**src/rtl/hazard_ctrl_pkg.sv**
```systemverilog
// Shared definitions for the pipeline sequencing controller.
//   WORD_LEN / REG_FILE_ADDR_LEN : datapath and register-address widths
//   hz_state_e                   : memory-wait FSM states
//   hz_ctrl_t                    : bundle of pipe-register control strobes
package hazard_ctrl_pkg;

   localparam int unsigned WORD_LEN          = 32;
   localparam int unsigned REG_FILE_ADDR_LEN = 5;

   typedef enum logic {
      HZ_RUN      = 1'b0,
      HZ_MEM_WAIT = 1'b1
   } hz_state_e;

   typedef struct packed {
      logic pc_freeze;
      logic if_id_freeze;
      logic if_id_flush;
      logic id_exe_bubble;
      logic back_freeze;
      logic mem_wb_bubble;
   } hz_ctrl_t;

endpackage

```
**src/rtl/hazard_ctrl_sat.sv**
```systemverilog
// Saturating up-counter.
//   clk, rst : clock and asynchronous active-high reset
//   inc      : count this cycle
//   q        : current count, holds at all-ones
module sat_counter #(
   parameter int unsigned W = 16
) (
   input  logic         clk,
   input  logic         rst,
   input  logic         inc,
   output logic [W-1:0] q
);

   logic [W-1:0] cnt_q, cnt_d;

   always_comb begin
      cnt_d = cnt_q;
      if (inc && (cnt_q != '1))
         cnt_d = cnt_q + W'(1);
   end

   always_ff @(posedge clk or posedge rst) begin
      if (rst)
         cnt_q <= '0;
      else
         cnt_q <= cnt_d;
   end

   assign q = cnt_q;

endmodule

```
**src/rtl/hazard_ctrl.sv**
```systemverilog
// Pipeline sequencing controller for the 5-stage core.
// Decides each cycle whether PC and the pipe registers advance, freeze or
// take a bubble, from ID-stage RAW hazards, taken branches and data-memory
// wait states.
//   Inputs : fwd_en, ID sources, EXE/MEM destinations and write-enables,
//            exe_mem_read, mem_req/mem_ready, branch_taken
//   Outputs: pc_freeze, if_id_freeze, if_id_flush, id_exe_bubble,
//            back_freeze, mem_wb_bubble (all combinational, zero latency),
//            timeout_err (sticky), stall_cycles / flush_count (saturating)
module hazard_ctrl
   import hazard_ctrl_pkg::*;
#(
   parameter int unsigned MEM_TIMEOUT = 255,
   parameter int unsigned CNT_W       = 16
) (
   input  logic                         clk,
   input  logic                         rst,
   input  logic                         fwd_en,
   input  logic [REG_FILE_ADDR_LEN-1:0] id_src1,
   input  logic [REG_FILE_ADDR_LEN-1:0] id_src2,
   input  logic                         id_two_src,
   input  logic [REG_FILE_ADDR_LEN-1:0] exe_dest,
   input  logic                         exe_wb_en,
   input  logic                         exe_mem_read,
   input  logic [REG_FILE_ADDR_LEN-1:0] mem_dest,
   input  logic                         mem_wb_en,
   input  logic                         mem_req,
   input  logic                         mem_ready,
   input  logic                         branch_taken,
   output logic                         pc_freeze,
   output logic                         if_id_freeze,
   output logic                         if_id_flush,
   output logic                         id_exe_bubble,
   output logic                         back_freeze,
   output logic                         mem_wb_bubble,
   output logic                         timeout_err,
   output logic [CNT_W-1:0]             stall_cycles,
   output logic [CNT_W-1:0]             flush_count
);

   // Wide enough to hold MEM_TIMEOUT-1.
   localparam int unsigned WC_W = (MEM_TIMEOUT > 2) ? $clog2(MEM_TIMEOUT) : 1;
   localparam logic [WC_W-1:0] WAIT_MAX = WC_W'(MEM_TIMEOUT - 1);

   hz_state_e       state_q, state_d;
   logic [WC_W-1:0] wait_cnt_q, wait_cnt_d;
   logic            timeout_err_q, timeout_err_d;

   logic     exe_hit, mem_hit, hazard, mem_stall;
   hz_ctrl_t ctrl;

   // RAW hit terms; r0 is never a real dependency.
   assign exe_hit = exe_wb_en && (exe_dest != '0) &&
                    ((exe_dest == id_src1) || (id_two_src && (exe_dest == id_src2)));
   assign mem_hit = mem_wb_en && (mem_dest != '0) &&
                    ((mem_dest == id_src1) || (id_two_src && (mem_dest == id_src2)));

   // With forwarding only a load in EXE cannot be bypassed in time.
   assign hazard = fwd_en ? (exe_hit && exe_mem_read) : (exe_hit || mem_hit);

   // A request that is not ready in its own cycle stalls immediately, so N
   // wait cycles give exactly N freeze cycles.
   assign mem_stall = ((state_q == HZ_RUN) && mem_req && !mem_ready) ||
                      ((state_q == HZ_MEM_WAIT) && !mem_ready);

   always_comb begin
      ctrl = '0;
      if (mem_stall) begin
         ctrl.pc_freeze     = 1'b1;
         ctrl.if_id_freeze  = 1'b1;
         ctrl.back_freeze   = 1'b1;
         ctrl.mem_wb_bubble = 1'b1;
      end else if (hazard) begin
         // No flush here: the branch is re-evaluated once operands are valid.
         ctrl.pc_freeze     = 1'b1;
         ctrl.if_id_freeze  = 1'b1;
         ctrl.id_exe_bubble = 1'b1;
      end else if (branch_taken) begin
         ctrl.if_id_flush   = 1'b1;
      end
   end

   assign pc_freeze     = ctrl.pc_freeze;
   assign if_id_freeze  = ctrl.if_id_freeze;
   assign if_id_flush   = ctrl.if_id_flush;
   assign id_exe_bubble = ctrl.id_exe_bubble;
   assign back_freeze   = ctrl.back_freeze;
   assign mem_wb_bubble = ctrl.mem_wb_bubble;

   // Next state, watchdog and sticky timeout.
   always_comb begin
      state_d       = state_q;
      wait_cnt_d    = wait_cnt_q;
      timeout_err_d = timeout_err_q;
      case (state_q)
         HZ_RUN: begin
            wait_cnt_d = '0;
            if (mem_req && !mem_ready)
               state_d = HZ_MEM_WAIT;
         end
         HZ_MEM_WAIT: begin
            if (wait_cnt_q != WAIT_MAX)
               wait_cnt_d = wait_cnt_q + WC_W'(1);
            if (mem_ready)
               state_d = HZ_RUN;
            else if (wait_cnt_d == WAIT_MAX)
               timeout_err_d = 1'b1;
         end
         default: begin
            state_d    = HZ_RUN;
            wait_cnt_d = '0;
         end
      endcase
   end

   always_ff @(posedge clk or posedge rst) begin
      if (rst) begin
         state_q       <= HZ_RUN;
         wait_cnt_q    <= '0;
         timeout_err_q <= 1'b0;
      end else begin
         state_q       <= state_d;
         wait_cnt_q    <= wait_cnt_d;
         timeout_err_q <= timeout_err_d;
      end
   end

   assign timeout_err = timeout_err_q;

   sat_counter #(.W(CNT_W)) u_stall_cnt (
      .clk (clk),
      .rst (rst),
      .inc (ctrl.pc_freeze),
      .q   (stall_cycles)
   );

   sat_counter #(.W(CNT_W)) u_flush_cnt (
      .clk (clk),
      .rst (rst),
      .inc (ctrl.if_id_flush),
      .q   (flush_count)
   );

endmodule

```
**config.mk**
```make
export PLATFORM = sky130hd
export DESIGN_NAME = hazard_ctrl
export DESIGN_NICKNAME = d
export VERILOG_FILES = /design/src/rtl/hazard_ctrl_pkg.sv /design/src/rtl/hazard_ctrl_sat.sv /design/src/rtl/hazard_ctrl.sv
export SDC_FILE = /design/constraint.sdc
export NUM_CORES = 1
export LEC_CHECK = 0
export ABC_AREA = 1
export BUFFER_PORTS_ARGS = -buffer_cell sky130_fd_sc_hd__buf_4
export CAP_MARGIN = 25
export CORE_AREA = 5 5 80 82
export CTS_CLUSTER_DIAMETER = 40
export DETAILED_ROUTE_END_ITERATION = 6
export DIE_AREA = 0 0 85 87
export PLACE_DENSITY = 0.79
export SLEW_MARGIN = 20
export SYNTH_ARGS = -nofsm -noshare
export SYNTH_HDL_FRONTEND = slang
export SYNTH_SLANG_ARGS = --single-unit
```
**constraint.sdc**
```tcl
create_clock -name clk -period 3.2 [get_ports clk]
set_clock_uncertainty 0.05 [all_clocks]
set_input_delay 0.32 -clock clk [delete_from_list [all_inputs] [get_ports clk]]
set_output_delay 0.32 -clock clk [all_outputs]
set_load 0.01 [all_outputs]
```
# Yosys cells after proc, flatten, opt, wreduce, memory -nomap -nowiden
# Index checks and enable logic that the tools add are counted.
[word_totals] register_bits=42 out_inout_bits=39
[op_classes] addsub=3 n_eq_ne=8 mux=14 bitwise_logic=2 reduce_logical=21
[op_table] op="adder 16 x 1 -> 16 bit, second input constant" count=2
[op_table] op="inequality test 16 bit, second input constant" count=2
[op_table] op="== test 5 bit" count=4
[op_table] op="2-to-1 mux 8 bit" count=2
[op_table] op="case mux 8 bit (2 select lines)" count=1
[op_table] op="logical AND 1 bit" count=13
[op_table] op="nonzero test 5 bit" count=2
[op_table] op="adder 8 x 1 -> 8 bit, second input constant" count=1
[op_table] op="== test 8 bit, second input constant" count=1
[op_table] op="2-to-1 mux 2 bit" count=4
[op_table] op="inequality test 8 bit, second input constant" count=1
[op_table] op="2-to-1 mux 1 bit" count=6
[op_table] op="logical OR 1 bit" count=4
[op_table] op="AND reduction 3 bit" count=1
[op_table] op="NOT 1 bit" count=2
[op_table] op="case mux 1 bit (2 select lines)" count=1
[op_table] op="logical NOT 1 bit" count=1

# Depth between registers and ports, before layout
# Gate-level depths: netlist (run 1).
[depth] word_depth=9 ltp_mapped=14 ltp_nobuf=13

# By module
# From an unflattened synthesis (run 1), not the netlist that was laid out.
[unflattened] hier_cells=484 hier_area_um2=3166.8
[by_module_without_submodules] mod="sat_counter" n_inst=2 cells_each=150 area_per_inst_um2=1069.8 seq_area_each_um2=400.4
[by_module_without_submodules] mod="hazard_ctrl" n_inst=1 cells_each=184 area_per_inst_um2=1027.2 seq_area_each_um2=250.2

# Worst setup path before layout (run 1)
# Ideal clock, no wire load.
[synth_timing] path_type="reg-to-output" from="register state_q" to="output port pc_freeze" t_arrival_ps=1365 required_ps=2830 path_slack_ps=1465 path_stages_with_launch=7 path_buffers=2 cell_sequence="dfrtp_1 > nor2_1 > nor2_1 > nor2_8 > inv_4 > buf_4 > buf_4"
[synth_via] elab_chain_len=5 word_cells_on_any_way=6
[synth_rtl] element="start: declaration" line_no="hazard_ctrl.sv:45" source="hz_state_e state_q, state_d;"
[synth_rtl] element="start signal: assignment" line_no="hazard_ctrl.sv:122" source="state_q <= state_d;"
[synth_rtl] element="NOT 1 bit"
[synth_rtl] element="logical AND 1 bit (2 in a row)" line_no="hazard_ctrl.sv:63" source="assign mem_stall = ((state_q == HZ_RUN) && mem_req && !mem_ready) ||"
[synth_rtl] element="logical OR 1 bit (*)" line_no="hazard_ctrl.sv:63"
[synth_rtl] element="2-to-1 mux 2 bit (*)" line_no="hazard_ctrl.sv:68" source="if (mem_stall) begin"
[synth_rtl] element="end: declaration" line_no="hazard_ctrl.sv:30" source="output logic pc_freeze,"
# Every way passes the cells marked *; elsewhere a longest branch is shown, timed or not.

# Worst setup path after layout (run 1)
[layout_timing] from="register state_q" to="output port if_id_flush"
[layout_via] elab_chain_len=5 word_cells_on_any_way=6
[layout_rtl] element="NOT 1 bit"
[layout_rtl] element="logical AND 1 bit (2 in a row)" line_no="hazard_ctrl.sv:63"
[layout_rtl] element="logical OR 1 bit (*)" line_no="hazard_ctrl.sv:63"
[layout_rtl] element="2-to-1 mux 2 bit (*)" line_no="hazard_ctrl.sv:68"
[layout_rtl] element="end: declaration" line_no="hazard_ctrl.sv:32" source="output logic if_id_flush,"
# Marks and branches as above.

==> metrics.cfg, run 1 <==
[floorplanning]
dieArea_um2=7395
start_util_pct=52.16
die-width_um=85
ios=69
die_h_um=87
rows=28
coreArea_um2=5675

[logic_synthesis]
syn_area_per_cell_um2=6.933
yosys.area.top_type=dfrtp_1
synthTopCellsByArea=dfrtp_1, nand2_1, nand3_1
ys_seq_area_share_pct=35.50
syn_area_um2=2960
syn_inst=427
synth-seq-cells=42
synth_top_area_share_pct=35.50
synth_cell_types=31
ys_warn_count=0
syn_nets=461

[drt]
drt_iter0_drc=145
ant_nets=0
wl_per_cell_um=12.08
drtPass1Iterations=4
post-route-drc-count=0
routed_wl_um=6875
vias=2879
via_per_inst=5.060

[power_and_ir_drop]
power_frac_clock_pct=25.8
power.switching_mw=0.4620
p_seq_share_pct=47.1
pwr_density_cell_nw_per_um2=387.8
p_leak_nw=1.969
internal-power_mw=0.9344
switching_share_pct=33.09
p_comb_share_pct=27.1
total_power_mw=1.396
worst_ir_drop_vdd_mv=0.2178

[global_routing]
antenna_found_initial=0
grt_overflow_total=0
grt_pass1_wl_um=12390
grtUsageTotal_pct=20.14
grt_max_degree=31
grt_pass1_vias=2913

[outcome]
status=complete, but fails checks
violations=hold timing

[timing]
maxSlewViolCount=0
hold_violations=12
rsz0062_at_grt=no
worstMarginPinSlew_ns=0.5132
slew_headroom_pct=65.66
setup_viol=0
timing.hold.ws_ns=-0.007369
setup_tns_ns=0
min_period_over_period_pct=64.79
fmax_mhz=482.3
fin_ws_ns=1.127
min_period_ns=2.073

[setup_path]
endpoint_kind=output pin
crit_fanout=20
crit_required_ns=2.83
cp-start-kind=flip-flop
critical_path_class=reg2out
reg2reg_slack_ns=1.23
cp.arrival_ns=1.70

[final_layout]
final_common_cell=nand2_1
instances_no_fill=569
fin_area_um2=3601
area_growth_pct=21.64
antenna-diode-count=0
drive_gt1_share_pct=19.43
final_util_pct=63.45
n_fill_cell=519
most-common-layout-cells=nand2_1, buf_4, inv_1
finalNetCount=527

[place]
post-place-ws_ns=1.196
io_buffer_count=68
place_hpwl_um=5359
gp_congestion=0.8785
placed_cell_area_um2=3506
dp_cells=561

[clock_network]
clk-insertion-delay-late_ns=0.30
cts_sinks=42
cts_setup_buffers=0
tritoncts=built
clockBufferDepth=2
cts_root_buf=clkbuf_8
cts_hold_buf=0
path_clk_slew_ns=0.08
htree_num_levels=2
postCtsResizedCells=0
cts_buffers=5

[run]
cap_violations=0

[min_path]
hp-class=in2async

==> worst max-delay path, stage by stage, from the launching register on <==
cell and delay, ns:
dfrtp_1 0.37, nor2_1 0.06, nor2_1 0.40, nor2_8 0.15, inv_4 0.22, nor2_1 0.06
buf_4 0.14
==> area by class of cell <==
class | count | area [um^2] | area share, %
Sequential cell | 42 | 1051 | 29.19
Inverter | 54 | 205.2 | 5.698
Tap cell | 75 | 93.84 | 2.606
Timing Repair Buffer | 69 | 518.0 | 14.39
Multi-Input combinational cell | 321 | 1638 | 45.48
Clock buffer | 6 | 82.58 | 2.293
Clock inverter | 2 | 12.51 | 0.3475
==> cells by family after synthesis <==
logic type | synth area share, %
buffers and inverters | 9.172
flip-flops | 35.50
AND/OR/NAND/NOR | 41.76
AO/OA/AOI/OAI | 1.818
adder cells (fa/ha/maj) | 1.691
XOR/XNOR | 10.06
==> routing by layer <==
layer  vias to the layer above  GRT usage (%)  routed length (um)
met5                         -              0                   0
met4                         0          7.050                 112
met3                        12          3.784                 299
met2                        60          36.65                3455
met1                      1325          23.64                3006
li1                       1482              -                   -
==> power by group through the flow <==
| stage | Combinational [mW] | Clock (mW) | Sequential, mW |
|---|---|---|---|
| 6_report | 0.378 | 0.360 | 0.658 |
| 5_1_grt | 0.429 | 0.394 | 0.672 |
| 4_1_cts | 0.383 | 0.376 | 0.658 |
| 3_5_place_dp | 0.382 | 0 | 0.669 |
| 3_3_place_gp | 0.373 | 0 | 0.664 |
| 2_1_floorplan | 0.205 | 0 | 0.678 |
==> cells in the mapped netlist <==
library cell,count
a21oi_1,6
a31oi_1,1
buf_1,1
buf_2,2
buf_4,3
buf_6,2
clkbuf_1,2
dfrtp_1,42
ha_1,4
inv_1,46
inv_2,7
inv_4,1
nand2_1,151
nand2_2,2
nand2_4,1
nand3_1,38
nand3_2,2
nand3_4,1
nand3b_1,1
nand4_1,23
nor2_1,40
nor2_8,1
nor3_1,7
nor3_2,2
nor3_4,1
nor4_1,2
nor4_2,1
o211ai_1,1
o21ai_0,2
xnor2_1,14
xor2_1,20
==> registers in the layout, summed over array words and instances, names as in the netlist <==
signal,flops
u_flush_cnt.q,16
state_q,1
wait_cnt_q,8
timeout_err,1
u_stall_cnt.q,16
==> final timing paths <==
| path | from | to | cells after the start |
|---|---|---|---|
| worst max-delay path | state_q$_DFF_PP0_ | if_id_flush | 6 |
| worst max register to register | u_flush_cnt.q[0]$_DFFE_PP0P_ | u_flush_cnt.q[7]$_DFFE_PP0P_ | 9 |
| worst min register to register | timeout_err$_DFFE_PP0P_ | timeout_err$_DFFE_PP0P_ | 2 |
| min in group clk | mem_ready | state_q$_DFF_PP0_ | 2 |
| max in group asynchronous | rst | state_q$_DFF_PP0_ | 3 |
| worst min-delay path | rst | wait_cnt_q[3]$_DFF_PP0_ | 2 |
No activity file was read; power rests on OpenSTA's default activity.
==> run 2: changes to the inputs <==
- CORE_AREA: 5 5 80 82 -> 5 5 84 86
- DIE_AREA: 0 0 85 87 -> 0 0 89 91
- PLACE_DENSITY: 0.79 -> 0.75
- clock period: 3.2 -> 1.9 ns (I/O delays scaled with it)
==> run 2 against run 1 <==
Against the previous run: the flow still finishes with violations (hold timing); clock power up 99%; design area grew 3.4%; power up 79%; flip-flop and latch count stayed put; register-to-register slack worse by 1.1 ns; largest power group unchanged; first-iteration DRC count shrank 33%; final cell count increased by 1.8%.
==> metrics.cfg, run 2 (synthesis gave the netlist of run 1 again) <==
[final_layout]
area_growth_pct=25.74
n_fill_cell=582  ; +12%
most-common-layout-cells=nand2_1, buf_4, inv_1
antenna-diode-count=0  ; unchanged
finalNetCount=536  ; +1.7%
final_common_cell=nand2_1
drive_gt1_share_pct=21.51  ; +2.1 points

[timing]
rsz0062_at_grt=no
setup_viol=0  ; unchanged
fmax_mhz=569.6
min_period_over_period_pct=92.39
min_period_ns=1.755
maxSlewViolCount=0  ; unchanged
hold_violations=16  ; +4
fin_ws_ns=0.1445  ; -0.9821 ns
slew_headroom_pct=64.76  ; -0.90 points
setup_tns_ns=0  ; unchanged
timing.hold.ws_ns=-0.01140  ; -0.004035 ns
worstMarginPinSlew_ns=0.5286  ; +0.01539 ns

[floorplanning]
ios=69  ; unchanged
dieArea_um2=8099  ; +9.5%
rows=29  ; +3.6%
start_util_pct=47.71  ; -4.4 points
die-width_um=89  ; +4.7%
die_h_um=91  ; +4.6%
coreArea_um2=6205  ; +9.3%

[global_routing]
antenna_found_initial=0  ; unchanged
grtUsageTotal_pct=18.38  ; -1.8 points
grt_pass1_vias=2799  ; -3.9%
grt_pass1_wl_um=12330  ; -0.44%
grt_max_degree=43  ; +39%
grt_overflow_total=0  ; unchanged

[clock_network]
tritoncts=built
cts_root_buf=clkbuf_8
cts_sinks=42  ; unchanged
cts_buffers=5  ; unchanged
clockBufferDepth=2  ; unchanged
path_clk_slew_ns=0.08  ; about the same
clk-insertion-delay-late_ns=0.29  ; about the same
htree_num_levels=2  ; unchanged

[place]
gp_congestion=0.8395  ; -4.4%
place_hpwl_um=5419  ; +1.1%
io_buffer_count=68  ; unchanged
post-place-ws_ns=0.07610  ; -1.120 ns

[setup_path]
reg2reg_slack_ns=0.17  ; -1.06 ns
cp_slowest_cell=dfrtp_1
ff2ff_path_depth=9  ; unchanged
regToRegEndpoint=u_flush_cnt.q[6]$_DFFE_PP0P_
critPathMaxStageDelay_ns=0.37  ; -0.03 ns
crit_fanout=20  ; unchanged
endpoint_kind=output pin
critical_path_class=reg2out
cp-start-kind=flip-flop
crit_required_ns=1.66  ; -1.17 ns
rr_startpoint=u_flush_cnt.q[0]$_DFFE_PP0P_
cp.arrival_ns=1.52  ; -0.18 ns
path_common_cell=nor2_1
path_cells=nor2_1, nor2_2, nor2_8, inv_4, nor2_1, buf_4

[drt]
vias=2907  ; +0.97%
ant_nets=0  ; unchanged
wl_per_cell_um=12.35  ; +2.2%
drtPass1Iterations=4  ; unchanged
routed.top_layer=met4
via_per_inst=5.021  ; -0.77%
wl_met1_um=3173  ; +5.6%
drt_iter0_drc=97  ; -33%
routed_wl_um=7151  ; +4.0%
post-route-drc-count=0  ; unchanged
wl_met2_um=3544  ; +2.6%
wl_met3_um=382  ; +28%

[min_path]
hp-class=in2async

[power_and_ir_drop]
total_power_mw=2.506  ; +79%
p_leak_nw=2.030  ; +3.1%
worst_ir_drop_vdd_mv=0.5621  ; +160%
pwr_density_cell_nw_per_um2=673.1  ; +74%

[outcome]
status=complete, but fails checks
violations=hold timing

[run]
cap_violations=0  ; unchanged

run 2: changes by cell type in the layout (fill, tap and decap cells not counted):
cell / previous run / this run
buf_4: 69 / 77
buf_12: 0 / 1
bufinv_16: 0 / 1
clkinv_2: 1 / 0
clkinvlp_4: 1 / 0
dfrtp_1: 42 / 41
dfrtp_2: 0 / 1
nand3_1: 38 / 37
nand3_4: 1 / 2
nor2_1: 40 / 39
nor2_2: 0 / 1
nor3_1: 7 / 6
nor3_2: 2 / 3
run 2: report_power, final:
group          switching (mW)  internal [mW]
registers               0.127          0.985
clock network           0.298          0.421
logic                   0.357          0.318
total                   0.782           1.72
run 2: layer usage:
metal / global-route usage, % / vias to the layer above
met3: 3.710 / 5
li1: - / 1504
met5: 0 / -
met2: 31.56 / 68
met1: 23.97 / 1330
met4: 3.350 / 0
run 2: worst max-delay path: cells and delay by family (launching register included):
family                 cells  cell delay (ns)
flip-flops                 1             0.37
AND/OR/NAND/NOR            4             0.52
buffers and inverters      2             0.35
run 2: what timing repair did:
action                                  CTS  global route
gates cloned                              0             0
buffers inserted                          0             1
resized for setup                         1             4
hold buffers                              0             0
endpoints found under the setup margin    1            17
run 2: how the worst max path moves through the flow:
stage                            startpoint                      endpoint  slack (ns)  cells after the start
4_1_cts        u_flush_cnt.q[0]$_DFFE_PP0P_  u_flush_cnt.q[1]$_DFFE_PP0P_        0.06                      9
3_3_place_gp   u_flush_cnt.q[0]$_DFFE_PP0P_  u_flush_cnt.q[0]$_DFFE_PP0P_        0.17                      9
5_1_grt                   state_q$_DFF_PP0_                   if_id_flush        0.01                      6
6_report                  state_q$_DFF_PP0_                   if_id_flush        0.14                      6
2_1_floorplan  u_flush_cnt.q[0]$_DFFE_PP0P_  u_flush_cnt.q[4]$_DFFE_PP0P_        0.22                     10
3_5_place_dp   u_flush_cnt.q[0]$_DFFE_PP0P_  u_flush_cnt.q[1]$_DFFE_PP0P_        0.08                      9
run 2: cell type report:
cell class                      count  area (um^2)  area share, %
Inverter                           54        205.2          5.513
Clock inverter                      1        30.03         0.8067
Tap cell                           77        96.34          2.588
Timing Repair Buffer               78        598.1          16.07
Sequential cell                    42         1052          28.27
Multi-Input combinational cell    321         1658          44.54
Clock buffer                        6        82.58          2.218
run 2: metrics by stage:
| step | cells | instance area (um^2) | hold slack [ns] | utilization, % |
|---|---|---|---|---|
| floorplan | 427 | 2960 | 0.2064 | - |
| global placement | 571 | 3581 | 0.3145 | 57.71 |
| detailed placement | 571 | 3581 | 0.3154 | 57.71 |
| CTS | 578 | 3696 | 0.009142 | 59.57 |
| global route | 579 | 3722 | 0.01077 | 59.99 |
| finish | 579 | 3722 | -0.01140 | 59.99 |
